$ cat src/rtl/btn_irq_ctrl.sv
// btn_irq_ctrl: synchronises and debounces NUM_BTN push buttons, latches
// per-channel rise/fall events into a W1C flag register and drives a single
// level interrupt from the enabled flags. Registers sit on the simple
// wr_*/rd_* peripheral bus:
//   0x0 STATUS   RO   debounced levels
//   0x4 IER      R/W  interrupt enables
//   0x8 IFR      W1C  event flags
//   0xC EDGE_CFG R/W  [NUM_BTN-1:0] rise enable, [16+NUM_BTN-1:16] fall enable
module btn_irq_ctrl #(
    parameter int NUM_BTN     = 4,
    parameter int CLK_DIV     = 1000000,
    parameter int DEB_SAMPLES = 4
) (
    input  logic               clk,
    input  logic               rst,
    input  logic [3:0]         wr_addr,
    input  logic               wr_en,
    input  logic [31:0]        wr_data,
    input  logic [3:0]         wr_strb,
    input  logic [3:0]         rd_addr,
    input  logic               rd_en,
    output logic [31:0]        rd_data,
    input  logic [NUM_BTN-1:0] btn_in,
    output logic               irq
);

    localparam int               DIV_W    = (CLK_DIV > 1) ? $clog2(CLK_DIV) : 1;
    localparam logic [DIV_W-1:0] DIV_LOAD = DIV_W'(CLK_DIV - 1);
    localparam int               CNT_W    = 4;
    localparam logic [CNT_W-1:0] CNT_LAST = CNT_W'(DEB_SAMPLES - 1);

    localparam logic [1:0] REG_STATUS = 2'd0;
    localparam logic [1:0] REG_IER    = 2'd1;
    localparam logic [1:0] REG_IFR    = 2'd2;
    localparam logic [1:0] REG_EDGE   = 2'd3;

    logic [NUM_BTN-1:0] sync_1;
    logic [NUM_BTN-1:0] sync_2;
    logic [NUM_BTN-1:0] deb;
    logic [NUM_BTN-1:0] deb_next;
    logic [CNT_W-1:0]   deb_cnt  [NUM_BTN];
    logic [CNT_W-1:0]   cnt_next [NUM_BTN];
    logic [NUM_BTN-1:0] rise_evt;
    logic [NUM_BTN-1:0] fall_evt;

    logic [DIV_W-1:0]   div_cnt;
    logic               tick;

    logic [NUM_BTN-1:0] ier;
    logic [NUM_BTN-1:0] ifr;
    logic [NUM_BTN-1:0] rise_en;
    logic [NUM_BTN-1:0] fall_en;
    logic [NUM_BTN-1:0] ifr_set;
    logic [NUM_BTN-1:0] ifr_clr;
    logic               wr_ok;

    // Address low bits and upper data bits are don't-care on this bus.
    logic unused_bits;
    assign unused_bits = ^{wr_addr[1:0], rd_addr[1:0], wr_data};

    // Two-flop synchroniser for the asynchronous button levels.
    always_ff @(posedge clk or posedge rst) begin
        if (rst) begin
            sync_1 <= '0;
            sync_2 <= '0;
        end else begin
            sync_1 <= btn_in;
            sync_2 <= sync_1;
        end
    end

    // Sample-period down-counter; tick is the cycle the counter sits at zero.
    always_ff @(posedge clk or posedge rst) begin
        if (rst) begin
            div_cnt <= DIV_LOAD;
        end else if (tick) begin
            div_cnt <= DIV_LOAD;
        end else begin
            div_cnt <= div_cnt - 1'b1;
        end
    end

    assign tick = (div_cnt == '0);

    // Per-channel debounce: a new level is accepted after DEB_SAMPLES
    // consecutive differing tick samples; any agreeing sample restarts the run.
    always_comb begin
        deb_next = deb;
        rise_evt = '0;
        fall_evt = '0;
        for (int i = 0; i < NUM_BTN; i++) begin
            cnt_next[i] = deb_cnt[i];
            if (tick) begin
                if (sync_2[i] == deb[i]) begin
                    cnt_next[i] = '0;
                end else if (deb_cnt[i] >= CNT_LAST) begin
                    deb_next[i] = sync_2[i];
                    cnt_next[i] = '0;
                    rise_evt[i] = sync_2[i];
                    fall_evt[i] = ~sync_2[i];
                end else begin
                    cnt_next[i] = deb_cnt[i] + 1'b1;
                end
            end
        end
    end

    // Debounced level and run-length counters.
    always_ff @(posedge clk or posedge rst) begin
        if (rst) begin
            deb <= '0;
            for (int i = 0; i < NUM_BTN; i++) begin
                deb_cnt[i] <= '0;
            end
        end else begin
            deb <= deb_next;
            for (int i = 0; i < NUM_BTN; i++) begin
                deb_cnt[i] <= cnt_next[i];
            end
        end
    end

    assign wr_ok   = wr_en && (wr_strb == 4'b1111);
    assign ifr_set = (rise_evt & rise_en) | (fall_evt & fall_en);
    assign ifr_clr = (wr_ok && (wr_addr[3:2] == REG_IFR)) ? wr_data[NUM_BTN-1:0] : '0;

    // Control registers; a flag set by an event wins over a same-cycle clear.
    always_ff @(posedge clk or posedge rst) begin
        if (rst) begin
            ier     <= '0;
            ifr     <= '0;
            rise_en <= '1;
            fall_en <= '0;
        end else begin
            ifr <= (ifr & ~ifr_clr) | ifr_set;
            if (wr_ok && (wr_addr[3:2] == REG_IER)) begin
                ier <= wr_data[NUM_BTN-1:0];
            end
            if (wr_ok && (wr_addr[3:2] == REG_EDGE)) begin
                rise_en <= wr_data[NUM_BTN-1:0];
                fall_en <= wr_data[16 +: NUM_BTN];
            end
        end
    end

    // Combinational read mux; idle bus reads zero.
    always_comb begin
        rd_data = '0;
        if (rd_en) begin
            case (rd_addr[3:2])
                REG_STATUS: rd_data[NUM_BTN-1:0] = deb;
                REG_IER:    rd_data[NUM_BTN-1:0] = ier;
                REG_IFR:    rd_data[NUM_BTN-1:0] = ifr;
                REG_EDGE: begin
                    rd_data[NUM_BTN-1:0]  = rise_en;
                    rd_data[16 +: NUM_BTN] = fall_en;
                end
                default:    rd_data = '0;
            endcase
        end
    end

    assign irq = |(ier & ifr);

endmodule

$ cat config.mk
export PLATFORM = sky130hd
export DESIGN_NAME = btn_irq_ctrl
export DESIGN_NICKNAME = d
export VERILOG_FILES = /design/src/rtl/btn_irq_ctrl.sv
export SDC_FILE = /design/constraint.sdc
export NUM_CORES = 1
export LEC_CHECK = 0
export ABC_AREA = 0
export BUFFER_PORTS_ARGS = -buffer_cell sky130_fd_sc_hd__buf_4
export CAP_MARGIN = 20
export CORE_ASPECT_RATIO = 2
export CORE_MARGIN = 1
export CORE_UTILIZATION = 38
export CTS_CLUSTER_SIZE = 30
export DETAILED_ROUTE_END_ITERATION = 10
export HOLD_SLACK_MARGIN = 0.1
export PLACE_DENSITY = 0.72
export SLEW_MARGIN = 15
export SYNTH_ARGS = -nofsm -noshare
export SYNTH_HDL_FRONTEND = slang
export SYNTH_SLANG_ARGS = --single-unit
$ cat constraint.sdc
create_clock -name clk -period 2.3 [get_ports clk]
set_input_delay 0.115 -clock clk [delete_from_list [all_inputs] [get_ports clk]]
set_output_delay 0.115 -clock clk [all_outputs]
set_load 0.02 [all_outputs]
Word-level counts from Yosys, hierarchy flattened:

Cells that the tools add are included.

* bits of input ports: 52
* output and inout bits: 33
* bits in registers: 64

* add/sub/neg operators: 5
* reductions and logical operators: 11
* equality and inequality tests: 11
* order comparisons: 4
* bitwise gates (word level): 15
* muxes and demuxes: 37

Operators by type and width (count)
* $mux 20: 2
* $mux 4: 10
* $mux 1: 24
* $logic_not 20->1: 1
* $sub 20x1->20 const B: 1
* $add 4x1->4 const B: 4
* $and 4x4->4: 4
* $ge 4x2->1 const B: 4
* $pmux 4 s4: 1
* $reduce_and 3->1: 4
* $eq 2x2->1 const B: 4
* $not 1->1: 8
* $or 4x4->4: 2
* $eq 1x1->1: 4
* $eq 2x1->1 const B: 2
* $eq 4x4->1 const B: 1
* $logic_and 1x1->1: 4
* $not 4->4: 1
* $reduce_or 4->1: 1
* $logic_not 2->1: 1

Logic depth before layout (Yosys ltp):

* word-level depth: 7
* gate-level depth with buffers: 8
* gate-level depth less buffers: 6

Worst setup path before layout:

Ideal clock, no wire load.

* kind: reg-to-reg
* from: register div_cnt[15]
* to: register deb_cnt[11] (netlist name)
* stages on the path, launching flop included: 8
* arrival: 1889 ps
* buffers on the path: 3
* setup slack: 294 ps
* data required time: 2183 ps
* period minus slack after synthesis: 2006 ps
* setup time: 117 ps
* cell sequence: dfrtp_1 -> or4_1 -> buf_2 -> or2_1 -> or2_1 -> buf_6 -> buf_6 -> and2_4

* word-level cells in the longest chain between the ends: 1

Ends and longest elaborated chain
* start, declared: RTL line 46 `logic [DIV_W-1:0] div_cnt;`
* start signal, assigned: RTL line 79 `div_cnt <= div_cnt - 1'b1;`
* $logic_not 20->1: RTL line 83 `assign tick = (div_cnt == '0);`
* end signal, assigned by index: RTL line 118 `deb_cnt[i] <= cnt_next[i];`
* end, declared: RTL line 41 `logic [CNT_W-1:0] deb_cnt [NUM_BTN];`

No other way between the ends.
A chain may end at the register's enable or synchronous reset.

Final worst setup path:

* from: register div_cnt[15]
* to: register ifr[3]

* word-level cells in the longest chain between the ends: 5
* elaborated cells on any way between the ends: 7
* classes of those cells: 2 x mux; 4 x bitwise; 1 x reduce/logical

Ends and longest elaborated chain
* $logic_not 20->1 (*): RTL line 83
* $mux 1: RTL line 93 `if (tick) begin`
* $and 4x4->4: RTL line 124 `assign ifr_set = (rise_evt & rise_en) | (fall_evt & fall_en);`
* $or 4x4->4 (*): RTL line 124
* $or 4x4->4 (*): RTL line 135 `ifr <= (ifr & ~ifr_clr) | ifr_set;`
* end signal, assigned: RTL line 135
* end, declared: RTL line 50 `logic [NUM_BTN-1:0] ifr;`

Mark *: on every way between the ends. The rest lies on a longest branch, timed or not.

==> run_results.csv <==
group,metric,value,unit
run_status,status,"completed",
die,boundaryPins,85,
synth,syn_avg_cell_area,11.0,um^2
power_and_ir_drop,ir_worst_vdd,0.471,mV
global_route,grt_use_met2,31.8,%
route,drtIter0Drc,53,
route,drt_wl_total,6.34,mm
placement,place_area,3430,um^2
min_path,hold_class,"in -> reg",
die,die_h,130,um
global_route,grt_max_degree,29,
route,drc,0,
clock_network,cts_buffers,9,
final_layout,seq_area,1620,um^2
global_route,met3_usage,3.41,%
clock_network,cts_buffer_depth,2,
sta,rsz0062_at_grt,"no",
sta,setup_ws,0.247,ns
sta,period_share,89.3,%
global_route,grt.overflow.total,0,
placement,place_hpwl,4.66,mm
final_layout,design_area,3880,um^2
sta,min_period,2.05,ns
clock_network,cts_setup_buffers,0,
die,rows,46,
clock_network,clk_latency,0.33,ns
critical_path,cp.arrival,2.28,ns
final_layout,layout_common_cells,"48 x dfrtp_1, 43 x buf_4, 24 x conb_1",
global_route,grt_pass1_vias,2274,
synth,yosysWarnings,0,
final_layout,nFillCells,729,
power_and_ir_drop,p_per_area,736,nW/um^2
critical_path,end_kind,"flop",
final_layout,area_growth,24.1,%
critical_path,required,2.53,ns
global_route,grt_usage,16.4,%
sta,slew_violations,0,
die,dieArea,8620,um^2
route,wl_per_cell,14.2,um
power_and_ir_drop,leakagePower,0.00181,uW
final_layout,multi_input_area,1340,um^2
global_route,grt_first_pass_wirelength,10.4,mm
job,drv_cap,0,
clock_network,cts_root_buf,"clkbuf_16",
critical_path,start_kind,"flop",
clock_network,cts_tree,"yes",
final_layout,insertedDiodeCount,0,
final_layout,layout.nets,401,
sta,relSlewSlack,63.9,%
placement,dp_slack,0.115,ns
global_route,antenna_found_initial,0,
synth,yosysSeqAreaShare,51.8,%
clock_network,cts.clk_slew.worst_paths,0.06,ns
synth,synth_area,3130,um^2
route,ant_nets,0,
route,num_vias,2226,
clock_network,cts.sinks,64,
critical_path,crit_type,"reg -> reg",
global_route,use_met1,14.9,%
placement,port_buffers,32,
global_route,top_usage_layer,"met2",
clock_network,h-tree-depth,3,
die,initial_core_util,39.4,%
sta,tightest_slew,0.540,ns
synth,ys_ff_latch,64,
final_layout,final_common_cell,"dfrtp_1",
synth,syn_inst,285,
sta,tns,0,ns
critical_path,cp_max_fo,13,
placement,gp_congestion,0.788,
die,coreArea,7940,um^2
route,firstDrtPassIters,4,
final_layout,drive_above_1_share,27.8,%
die,die_w,66.2,um
sta,fmax,0.487,GHz
synth,ys_types,42,
sta,finalSetupViolCount,0,
sta,final_hold_viol_count,0,
route,via_per_inst,5.00,
sta,skew,0.0105,ns
==> final timing paths <==
kind	from	to	slack, ns	cells after the start
max	div_cnt[15]$_DFF_PP0_	ifr[3]$_DFF_PP0_	0.25	5
min	wr_addr[2]	ifr[2]$_DFF_PP0_	0.31	4
max reg2reg	div_cnt[15]$_DFF_PP0_	ifr[3]$_DFF_PP0_	0.25	5
min reg2reg	sync_1[3]$_DFF_PP0_	sync_2[3]$_DFF_PP0_	0.34	0
max in group asynchronous	rst	div_cnt[14]$_DFF_PP1_	1.21	4
min in group asynchronous	rst	div_cnt[7]$_DFF_PP0_	0.34	3
==> state kept, by name, indices dropped and copies added, names as in the netlist <==
name,count
ier,4
deb,4
rise_en,4
sync_1,4
deb_cnt,16
ifr,4
div_cnt,20
fall_en,4
sync_2,4
==> cells in the mapped netlist (all sizes together) <==
cell | instances | area share (%)
a21o | 1 | 0.24
a21oi | 1 | 0.16
a22oi | 2 | 0.48
a31oi | 4 | 0.80
and2 | 16 | 3.7
and3 | 1 | 0.20
and4 | 1 | 0.28
buf | 28 | 7.0
clkbuf | 3 | 0.36
conb | 1 | 0.12
dfrtp | 48 | 38
dfstp | 16 | 13
ha | 5 | 2.0
inv | 11 | 1.3
mux2 | 8 | 2.9
mux4 | 4 | 2.9
nand2 | 23 | 2.8
nand3 | 7 | 1.1
nand3b | 5 | 1.2
nand4 | 5 | 1.2
nand4b | 4 | 1.1
nor2 | 17 | 2.1
nor3 | 6 | 0.96
nor3b | 1 | 0.24
nor4 | 8 | 2.1
nor4b | 1 | 0.48
o21ai | 29 | 4.6
o31ai | 5 | 1.4
o41ai | 1 | 0.28
or2 | 2 | 0.40
or4 | 2 | 0.48
or4b | 1 | 0.32
xnor2 | 3 | 0.84
xor2 | 15 | 4.2
==> power by group <==
part	switching (uW)	internal [uW]	leakage (uW)
clock	461	945	0.000151
sequential	33.1	1180	0.000797
combinational	133	108	0.000857
total	627	2230	0.00181
==> cell families (layout without fill, tap and decap cells) <==
| logic type | count (synthesis) | count (layout) | share of synthesized area (%) |
|---|---|---|---|
| flip-flops | 64 | 64 | 51.8 |
| multiplexers | 12 | 12 | 5.76 |
| XOR/XNOR | 18 | 18 | 5.04 |
| AO/OA/AOI/OAI | 43 | 43 | 7.96 |
| AND/OR/NAND/NOR | 100 | 100 | 18.6 |
| buffers and inverters | 42 | 83 | 8.68 |
| other | 1 | 24 | 0.120 |
| adder cells (fa/ha/maj) | 5 | 5 | 2.00 |
==> cell type report <==
type | count | share of cell area [%]
clock buffer | 12 | 6.09
inverter | 11 | 1.06
clock inverter | 4 | 1.80
timing repair buffer | 56 | 11.7
multi-input combinational | 202 | 34.5
tap | 96 | 3.09
sequential | 64 | 41.8
==> worst max-delay path, cell delays in order, from the launching register on <==
cell	delay [ns]
dfrtp_1	0.43
or4_1	0.57
or2_1	0.24
or2_1	0.24
buf_4	0.19
o31ai_1	0.28
==> per-stage QoR <==
stage	hold WS [ns]	power (uW)	instances	utilization [%]
2_1_floorplan	0.146	1390	308	-
3_5_place_dp	0.141	1450	416	43.2
5_1_grt	0.327	2950	445	48.9
6_report	0.306	2860	445	48.9
4_1_cts	0.296	2890	445	48.7
3_3_place_gp	0.138	1450	416	43.2
==> metal layers <==
layer  vias up  share of wire [%]
li1       1061                  -
met1      1099                 36
met2        56                 59
met3        10                2.7
met4         0                2.6
met5         -                  0
==> timing repair <==
item | in CTS | in global routing
hold buffers | 13 | 0
gates resized for setup | 0 | 2
endpoints found under the hold margin | 24 | 0
setup endpoints to repair | 0 | 4
(Power assumes the default switching activity.)
